## src/rtl/rgmii2gmii.sv

```systemverilog
// rgmii2gmii: RGMII receive path, DDR sample pairs to GMII bytes.
// Takes the rise and fall samples captured by the RX IO cells and rebuilds GMII bytes.
// In 1000 mode each clock carries one full byte. In 10/100 mode each clock carries one nibble.
// Also recovers RX_ER and keeps saturating frame and error counters.
// Optional feature: define RGMII_RX_INBAND_STATUS_EN to decode the in-band link status
// carried in idle cycles. When it is undefined, the link_* outputs are tied to zero.

module rgmii2gmii #(
    parameter int CNT_W      = 16,
    parameter int STS_FILTER = 4
) (
    input  logic             gmii_clk,
    input  logic             reset,
    input  logic [4:0]       ddr_hi,
    input  logic [4:0]       ddr_lo,
    input  logic             spd_1000,
    output logic             gmii_den,
    output logic             gmii_ce,
    output logic             gmii_er,
    output logic [7:0]       gmii_dout,
    output logic             align_err,
    output logic [CNT_W-1:0] frame_cnt,
    output logic [CNT_W-1:0] err_cnt,
    output logic             link_up,
    output logic [1:0]       link_speed,
    output logic             link_fdx
);

    logic             w_dv;
    logic             w_er;
    logic             w_take;
    logic             w_frame_end;

    logic             r_armed;
    logic             r_in_frame;
    logic             r_phase;
    logic             r_frame_err;
    logic             r_nib_er;
    logic [3:0]       r_nib_lo;
    logic             r_den;
    logic             r_ce;
    logic             r_er;
    logic             r_align_err;
    logic [7:0]       r_dout;
    logic [CNT_W-1:0] r_frame_cnt;
    logic [CNT_W-1:0] r_err_cnt;

    // Saturating increment: the counter sticks at all-ones.
    function automatic logic [CNT_W-1:0] sat_inc(input logic [CNT_W-1:0] v);
        if (v == {CNT_W{1'b1}}) begin
            sat_inc = v;
        end else begin
            sat_inc = v + CNT_W'(1);
        end
    endfunction

    // The control line carries DV on the rising phase and DV^ER on the falling phase.
    assign w_dv        = ddr_hi[4];
    assign w_er        = ddr_hi[4] ^ ddr_lo[4];
    // Data is accepted only once the receiver has seen an idle cycle after reset.
    assign w_take      = r_armed & w_dv;
    assign w_frame_end = r_in_frame & ~w_dv;

    // Byte assembly, frame tracking and the saturating counters.
    always_ff @(posedge gmii_clk) begin
        if (reset) begin
            r_armed     <= 1'b0;
            r_in_frame  <= 1'b0;
            r_phase     <= 1'b0;
            r_frame_err <= 1'b0;
            r_nib_er    <= 1'b0;
            r_nib_lo    <= 4'h0;
            r_den       <= 1'b0;
            r_ce        <= 1'b0;
            r_er        <= 1'b0;
            r_align_err <= 1'b0;
            r_dout      <= 8'h00;
            r_frame_cnt <= {CNT_W{1'b0}};
            r_err_cnt   <= {CNT_W{1'b0}};
        end else begin
            if (!w_dv) begin
                r_armed <= 1'b1;
            end
            r_in_frame <= w_take;
            if (w_take) begin
                r_den       <= 1'b1;
                r_frame_err <= r_in_frame ? (r_frame_err | w_er) : w_er;
                if (spd_1000) begin
                    // The rising-phase nibble goes to the upper half, matching the TX mapping.
                    r_dout  <= {ddr_hi[3:0], ddr_lo[3:0]};
                    r_ce    <= 1'b1;
                    r_er    <= w_er;
                    r_phase <= 1'b0;
                end else if (!r_phase) begin
                    r_nib_lo <= ddr_hi[3:0];
                    r_nib_er <= w_er;
                    r_phase  <= 1'b1;
                    r_ce     <= 1'b0;
                    r_er     <= 1'b0;
                end else begin
                    r_dout  <= {ddr_hi[3:0], r_nib_lo};
                    r_er    <= r_nib_er | w_er;
                    r_ce    <= 1'b1;
                    r_phase <= 1'b0;
                end
            end else begin
                r_den   <= 1'b0;
                r_ce    <= 1'b0;
                r_er    <= 1'b0;
                r_phase <= 1'b0;
            end
            // A pending low nibble when DV drops means the frame ended on an odd nibble.
            r_align_err <= w_frame_end & r_phase;
            if (w_frame_end) begin
                r_frame_cnt <= sat_inc(r_frame_cnt);
                if (r_frame_err | r_phase) begin
                    r_err_cnt <= sat_inc(r_err_cnt);
                end
            end
        end
    end

    assign gmii_den  = r_den;
    assign gmii_ce   = r_ce;
    assign gmii_er   = r_er;
    assign gmii_dout = r_dout;
    assign align_err = r_align_err;
    assign frame_cnt = r_frame_cnt;
    assign err_cnt   = r_err_cnt;

`ifdef RGMII_RX_INBAND_STATUS_EN
    localparam int              SF_W    = $clog2(STS_FILTER + 1);
    localparam logic [SF_W-1:0] SF_FULL = SF_W'(STS_FILTER);

    logic            w_idle;
    logic            w_sts_match;
    logic [SF_W-1:0] w_sts_next;
    logic [3:0]      r_sts_cand;
    logic [SF_W-1:0] r_sts_cnt;
    logic            r_link_up;
    logic [1:0]      r_link_speed;
    logic            r_link_fdx;

    // Length of the run of identical idle status samples, including the current one.
    always_comb begin
        w_idle      = ~w_dv & ~w_er;
        w_sts_match = (r_sts_cnt != {SF_W{1'b0}}) && (ddr_hi[3:0] == r_sts_cand);
        if (!w_sts_match) begin
            w_sts_next = SF_W'(1);
        end else if (r_sts_cnt == SF_FULL) begin
            w_sts_next = SF_FULL;
        end else begin
            w_sts_next = r_sts_cnt + SF_W'(1);
        end
    end

    // The status filter only advances on idle cycles. Non-idle cycles leave it unchanged.
    always_ff @(posedge gmii_clk) begin
        if (reset) begin
            r_sts_cand   <= 4'h0;
            r_sts_cnt    <= {SF_W{1'b0}};
            r_link_up    <= 1'b0;
            r_link_speed <= 2'b00;
            r_link_fdx   <= 1'b0;
        end else if (w_idle) begin
            r_sts_cand <= ddr_hi[3:0];
            r_sts_cnt  <= w_sts_next;
            if (w_sts_next == SF_FULL) begin
                r_link_fdx   <= ddr_hi[3];
                r_link_speed <= ddr_hi[2:1];
                r_link_up    <= ddr_hi[0];
            end
        end
    end

    assign link_up    = r_link_up;
    assign link_speed = r_link_speed;
    assign link_fdx   = r_link_fdx;
`else
    // Status decode is compiled out, so the link outputs are held at zero.
    assign {link_fdx, link_speed, link_up} = 4'(STS_FILTER) & 4'b0000;
`endif

endmodule

```

## config.mk

```make
export PLATFORM = sky130hd
export DESIGN_NAME = rgmii2gmii
export DESIGN_NICKNAME = d
export VERILOG_FILES = /design/src/rtl/rgmii2gmii.sv
export SDC_FILE = /design/constraint.sdc
export NUM_CORES = 1
export LEC_CHECK = 0
export ABC_CLOCK_PERIOD_IN_PS = 3000
export CAP_MARGIN = 15
export CORE_MARGIN = 5
export CORE_UTILIZATION = 35
export CTS_CLUSTER_DIAMETER = 50
export DETAILED_ROUTE_END_ITERATION = 16
export SYNTH_ARGS = -nofsm -noshare
export SYNTH_HDL_FRONTEND = slang
export SYNTH_SLANG_ARGS = --single-unit
```

## constraint.sdc

```tcl
create_clock -name gmii_clk -period 3 [get_ports gmii_clk]
set_input_delay 0.6 -clock gmii_clk [delete_from_list [all_inputs] [get_ports gmii_clk]]
set_output_delay 0.6 -clock gmii_clk [all_outputs]
set_load 0.05 [all_outputs]
```

==> results of run 1 <==
tightest hold or removal path: stages (launching register included):
cell and delay, ns:
dfxtp_1 0.32, inv_1 0.05, a21oi_1 0.05
power groups by stage:
stage          sequential, uW  clock, uW  combinational (uW)
3_3_place_gp              721          0                 107
3_5_place_dp              722          0                 108
4_1_cts                   706        500                 108
6_report                  705        480                 107
5_1_grt                   707        528                 117
2_1_floorplan             740          0                55.3
registers in the layout (all words and copies together), names as in the netlist:
| register | count |
|---|---|
| r_nib_lo | 4 |
| r_frame_err | 1 |
| r_nib_er | 1 |
| align_err | 1 |
| r_in_frame | 1 |
| gmii_er | 1 |
| gmii_dout | 8 |
| r_armed | 1 |
| err_cnt | 16 |
| r_phase | 1 |
| frame_cnt | 16 |
| gmii_ce | 1 |
cells by family after synthesis:
kind of cell | count (synthesis)
flops | 52
xor+xnor | 1
simple gates | 141
buf+inv | 25
compound gates | 47
fa+ha+maj | 2
mux | 22
other cells | 1
metrics by stage:
stage | hold WS, ns | instance area, um^2 | setup slack (ns) | utilization [%]
2_1_floorplan | 0.4257 | 2497 | 0.7065 | -
3_3_place_gp | 0.4326 | 3127 | 0.1954 | 45.52
3_5_place_dp | 0.4543 | 3127 | 0.1629 | 45.52
4_1_cts | 0.4680 | 3234 | 0.5123 | 47.09
5_1_grt | 0.4920 | 3234 | 0.4152 | 47.09
6_report | 0.4599 | 3234 | 0.5025 | 47.09
area by class of cell:
type	instances	area, um^2
fillers	683	3635
multi-input cells	217	1346
flip-flops and latches	52	1041
repair buffers	60	585.6
well taps	96	120.1
clock buffers	6	72.57
clock inverters	2	35.03
inverters	9	33.78
worst max path at each step:
stage | startpoint | to | slack, ns | cells after the start
after global placement | ddr_hi[4] | err_cnt[12] | 0.20 | 5
after detailed placement | ddr_hi[4] | err_cnt[12] | 0.16 | 5
after floorplan | err_cnt[1] | err_cnt[12] | 0.71 | 6
after global routing | ddr_hi[4] | err_cnt[12] | 0.42 | 5
after CTS | ddr_hi[4] | err_cnt[12] | 0.51 | 5
final | ddr_hi[4] | err_cnt[12] | 0.50 | 5
layout by cell type (no fill, tap or decap), types with 9 or more instances in the layout:
cell and count:
or4_1 9, a21oi_1 18, nor2_1 35, mux2i_1 12, nand4_1 10, inv_1 9
nand2_1 23, nor2b_1 9, clkdlybuf4s50_1 55, a211oi_1 10, dfxtp_1 52, nor3_1 12
mux2_2 10
layer usage:
layer | vias up | global-route usage (%) | routed length (um)
li1 | 1168 | - | -
met1 | 1018 | 18.00 | 2856
met2 | 48 | 21.63 | 2710
met3 | 9 | 3.205 | 255
met4 | 0 | 5.054 | 92
met5 | - | 0 | 0
==> implementation parameters, run 1 <==
Parameter                              Value

Run status
  Run status ... complete, no violations

Timing
  Worst-margin pin slew ... 0.8655 ns
  Setup repair after global routing missed its margin ... no
  Crit share post-route ... 83.25%
  Final Critical Period ... 2.498 ns
  Final Max Slew Viols ... 0
  Max-Slew Margin vs Limit ... 42.30%
  Max Clock Skew ... 0.01060 ns
  Number of hold violations in the final report ... 0
  Final setup viols ... 0
  Setup Total Neg Slack ... 0 ns
  Maximum frequency from static timing analysis ... 400.4 MHz

Global routing
  Final global-route overflow total ... 0
  Total Routing Usage GR ... 13.67%
  Number of global-route vias before repair ... 2077
  Antenna violations before repair ... 0
  Global-route wire length before repair ... 9.887 mm
  Largest net degree at the start of global routing ... 50

Drt
  Routed wire length per instance ... 13.38 um
  Vias post-DR ... 2243
  Remaining antenna violation count ... 0
  # DRC ... 0
  Length of the first detailed-routing pass in iterations ... 4
  Number of violations reported at the end of detailed-routing iteration 0 ... 78
  Vias per std cell ... 5.075
  Final routed wirelength across all metal layers ... 5.914 mm

CTS
  Clock latency on the worst-skew pair ... 0.31 ns
  Setup fix buffers added after clock tree synthesis ... 0
  Clock tree buffer depth ... 2
  Worst-path clk slew ... 0.10 ns
  CTS tree ... yes
  Post-CTS Resized ... 0
  H-tree depth ... 2
  CTS sink cnt ... 52
  CTS buffer count ... 5
  Cell chosen for the clock root ... clkbuf_8
  Count of hold buffers inserted by post-cts repair ... 0

Synth
  Count of synthesis-stage warnings from yosys ... 0
  Post-synthesis simple-gate area fraction ... 30.95%
  Sequential area share after synthesis ... 41.87%
  Cell with the most instances after synthesis ... dfxtp_1
  Post-synthesis share of cell area spent on full adders, half adders and majority gates ... 1.007%
  Dominant combinational cell family by area after synthesis ... simple AND/OR/NAND/NOR gates
  Seq cells post-synth ... 52
  Compound-gate portion of the synthesized area ... 11.88%
  EDFF count, synth ... 0
  Ranking of synthesized cells by area ... dfxtp_1 42%, nor2_1 5.3%, mux2i_1 4.8%
  Share of the synthesized netlist area taken by xor and xnor gates ... 0.3523%
  Cell area after synthesis ... 2486 um^2
  Netlist cell types ... 43
  Synth Instances ... 291
  Cell taking the most area after synthesis ... dfxtp_1
  Avg Inst Size Synth ... 8.543 um^2
  Mux cell area share after synthesis ... 9.361%
  Share of synthesized registers carrying an async set or reset ... 0%
  Yosys top cell area share ... 41.87%
  Prevailing post-synth register cell ... dfxtp_1
  Synth top cells by count ... 52 x dfxtp_1, 35 x nor2_1, 23 x nand2_1

Placed design
  Detailed placement HPWL ... 4.251 mm
  Placer's final routability congestion estimate ... 0.8068
  Cell Count Post-Placement ... 434
  Input/output buffers ... 56

Worst setup path
  R2R Path End ... err_cnt[12]
  Critical path capture point type ... flip-flop
  Buffers and inverters on the worst path ... 1
  Family with the most delay on the worst path ... simple AND/OR/NAND/NOR gates
  CP cell instances ... clkdlybuf4s50_1, nand2b_4, or4_1, nor4_1, mux2_2
  Internal reg-to-reg setup slack ... 0.94 ns
  Data required time of the critical path ... 3.21 ns
  Reg2reg path depth ... 5
  Critical register-to-register path startpoint ... err_cnt[0]
  Standard cell with the maximum stage delay on the critical path ... or4_1
  Crit-path max cell delay ... 0.68 ns
  Maximum fanout along the worst path ... 9
  Class of the most critical setup path ... in -> reg
  Nature of the critical path startpoint ... input pin
  Worst EP arrival ... 2.70 ns

Floorplanning
  # IOs ... 61
  Site row count ... 30
  Core Region ... 6869 um^2
  Die span in x ... 94.28 um
  Total die area ... 8889 um^2
  Chip Height ... 94.28 um
  Initial core utilization ... 36.19%

Flow run
  Maximum capacitance violations ... 0

Power and ir drop
  Leakage ... 0.001038 uW
  Relative contribution of sequential cells to total power ... 54.6%
  Comb pwr share ... 8.3%
  Switching power total ... 305.6 uW
  Clock share of power ... 37.1%
  Total Power ... 1292 uW
  Int Pwr ... 986.6 uW
  Proportion of total power due to net switching ... 23.65%
  Power density of the placed cells ... 399.5 nW/um^2
  Peak VDD IR ... 217.0 uV

Finish
  Area growth from synthesis to final layout ... 30.10%
  Count of placed standard cells in the final layout, fillers left out ... 442
  Post-layout nets ... 360
  Layout cells sized above 1 ... 9.249%
  Number of antenna diodes ... 0

Worst hold path
  Kind of path behind the tightest hold check ... reg -> reg
  Worst hold path stage count ... 2
  Origin of the worst min-delay path ... r_armed
  Min-Delay Endpoint ... r_armed
(Power assumes the default switching activity.)
==> inputs of run 2 (changes only) <==
ABC_CLOCK_PERIOD_IN_PS = 2600   (was 3000)
clock period = 2.6 ns   (was 3 ns; I/O delays follow)
==> run 2 against run 1 <==
Non-clock buffer count increased by 9. Sequential share of layout area decreased by 0.69 points. Critical path type unchanged. Largest power group unchanged. Critical path depth unchanged. Routed wire length is 1.3% higher. Clock power increased by 16%.
==> implementation parameters, run 2 (same netlist as run 1, synthesis figures left out) <==
Parameter                              Value

Run status
  Run status ... complete, no violations

Worst setup path
  Maximum fanout along the worst path ... 5
  Nature of the critical path startpoint ... input pin
  Class of the most critical setup path ... in -> reg
  Critical path capture point type ... flip-flop
  Worst EP arrival ... 2.43 ns
  Last element of the critical path ... err_cnt[12]
  Internal reg-to-reg setup slack ... 0.57 ns
  Critical register-to-register path startpoint ... err_cnt[10]
  Reg2reg path depth ... 4
  Data required time of the critical path ... 2.79 ns
  R2R Path End ... err_cnt[2]
  Crit path launch ... ddr_hi[4]

Floorplanning
  Site row count ... 30
  Core Region ... 6869 um^2
  Die span in x ... 94.28 um
  Total die area ... 8889 um^2
  Chip Height ... 94.28 um
  Initial core utilization ... 36.19%
  # IOs ... 61

CTS
  Post-CTS Resized ... 0
  CTS sink cnt ... 52
  Clock latency on the worst-skew pair ... 0.30 ns
  Setup fix buffers added after clock tree synthesis ... 0
  CTS buffer count ... 5
  Count of hold buffers inserted by post-cts repair ... 0
  Clock tree buffer depth ... 2
  CTS tree ... yes
  Worst-path clk slew ... 0.10 ns
  H-tree depth ... 2
  Cell chosen for the clock root ... clkbuf_8

Placed design
  Detailed placement HPWL ... 4.353 mm
  Input/output buffers ... 56
  Post-Place Setup Slack ... 0.06419 ns
  Cell Count Post-Placement ... 443
  Placer's final routability congestion estimate ... 0.7675
  Cell Area, Placed ... 3194 um^2

Timing
  Final Max Slew Viols ... 0
  Maximum frequency from static timing analysis ... 448.0 MHz
  Setup repair after global routing missed its margin ... no
  Worst-margin pin slew ... 0.7589 ns
  Crit share post-route ... 85.86%
  Number of hold violations in the final report ... 0
  Max-Slew Margin vs Limit ... 49.41%
  Final setup viols ... 0
  Final Critical Period ... 2.232 ns
  Setup Total Neg Slack ... 0 ns
  Max Clock Skew ... 0.005078 ns
  Worst setup margin ... 0.3677 ns

Global routing
  Met2 global-route usage ... 21.45%
  Largest net degree at the start of global routing ... 46
  Met3 routing resource usage after global routing ... 3.365%
  GR Layer Usage met1 ... 19.30%
  Total Routing Usage GR ... 13.98%
  Number of global-route vias before repair ... 2116
  Global-route wire length before repair ... 10.21 mm
  Final global-route overflow total ... 0
  Most utilized layer in the global route result ... met2
  Antenna violations before repair ... 0

Finish
  Layout cells sized above 1 ... 11.83%
  Number of antenna diodes ... 0
  Most frequent standard cell in the layout excluding fill and tap cells ... clkdlybuf4s50_1
  Post-layout nets ... 369
  Non-Filler Cell Area, Final ... 3306 um^2
  Top library cells by usage in the layout, fill and taps aside ... 55 x clkdlybuf4s50_1, 52 x dfxtp_1, 35 x nor2_1
  Count of placed standard cells in the final layout, fillers left out ... 451
  Area growth from synthesis to final layout ... 32.96%

Drt
  Vias post-DR ... 2319
  Routed wire length per instance ... 13.28 um
  # DRC ... 0
  Final routed wirelength across all metal layers ... 5.988 mm
  Remaining antenna violation count ... 0
  Number of violations reported at the end of detailed-routing iteration 0 ... 71
  Vias per std cell ... 5.142
  Length of the first detailed-routing pass in iterations ... 4

Power and ir drop
  Comb pwr share ... 8.6%
  Int Pwr ... 1141 uW
  Clock share of power ... 37.1%
  Switching power total ... 357.7 uW
  Power density of the placed cells ... 453.5 nW/um^2
  Leakage ... 0.001078 uW
  Relative contribution of sequential cells to total power ... 54.3%
  Proportion of total power due to net switching ... 23.86%
  Peak VDD IR ... 224.3 uV

Flow run
  Maximum capacitance violations ... 0

Worst hold path
  Kind of path behind the tightest hold check ... reg -> reg
run 2: cell count changes in the layout (fill, tap and decap cells not counted):
cell / previous run / this run
clkinvlp_4: 0 / 1
clkbuf_1: 1 / 0
buf_4: 4 / 13
run 2: final cells by class:
cell class | instances | area [um^2]
inverters | 9 | 33.78
repair buffers | 69 | 653.1
fillers | 637 | 3563
clock inverters | 3 | 42.54
multi-input cells | 217 | 1346
clock buffers | 5 | 68.82
flip-flops and latches | 52 | 1041
well taps | 96 | 120.1
run 2: power by group through the flow:
| stage | logic, uW | clock network (uW) | registers (uW) |
|---|---|---|---|
| final | 128 | 557 | 814 |
| after global routing | 139 | 613 | 816 |
| after CTS | 130 | 579 | 814 |
| after detailed placement | 129 | 0 | 833 |
| after global placement | 128 | 0 | 832 |
| after floorplan | 63.8 | 0 | 854 |
run 2: worst min-delay path by stage:
| stage | from | to | cells past startpoint | slack [ns] |
|---|---|---|---|---|
| 2_1_floorplan | r_armed | r_armed | 2 | 0.43 |
| 3_3_place_gp | r_armed | r_armed | 2 | 0.43 |
| 3_5_place_dp | r_armed | r_armed | 2 | 0.44 |
| 4_1_cts | r_armed | r_armed | 2 | 0.45 |
| 5_1_grt | gmii_dout[6] | gmii_dout[6] | 2 | 0.49 |
| 6_report | r_armed | r_armed | 2 | 0.45 |
run 2: critical path, stage by stage:
cell and delay [ns]:
clkdlybuf4s50_1 0.45, nand2b_4 0.17, or4_1 0.62, nor4_1 0.30
mux2_2 0.36
run 2: layer usage:
| layer | vias to the layer above | share of wire, % | routed length [um] |
|---|---|---|---|
| li1 | 1176 | - | - |
| met5 | - | 0 | 0 |
| met4 | 0 | 0.68 | 41 |
| met2 | 63 | 46 | 2775 |
| met1 | 1076 | 48 | 2863 |
| met3 | 4 | 5.1 | 308 |
run 2: metrics by stage:
step	utilization (%)	power [uW]	hold slack, ns
after floorplan	-	917.6	0.4257
final	48.12	1499	0.4549
after global routing	48.12	1568	0.4866
after global placement	46.50	960.6	0.4337
after detailed placement	46.50	962.2	0.4369
after CTS	48.12	1523	0.4520
==> inputs of run 3 (changes only) <==
CTS_BUF_LIST = sky130_fd_sc_hd__clkbuf_4 sky130_fd_sc_hd__clkbuf_8   (was not set)
==> results of run 3 <==
Same layout as run 2: the final DEF is identical, and so are final timing and power.
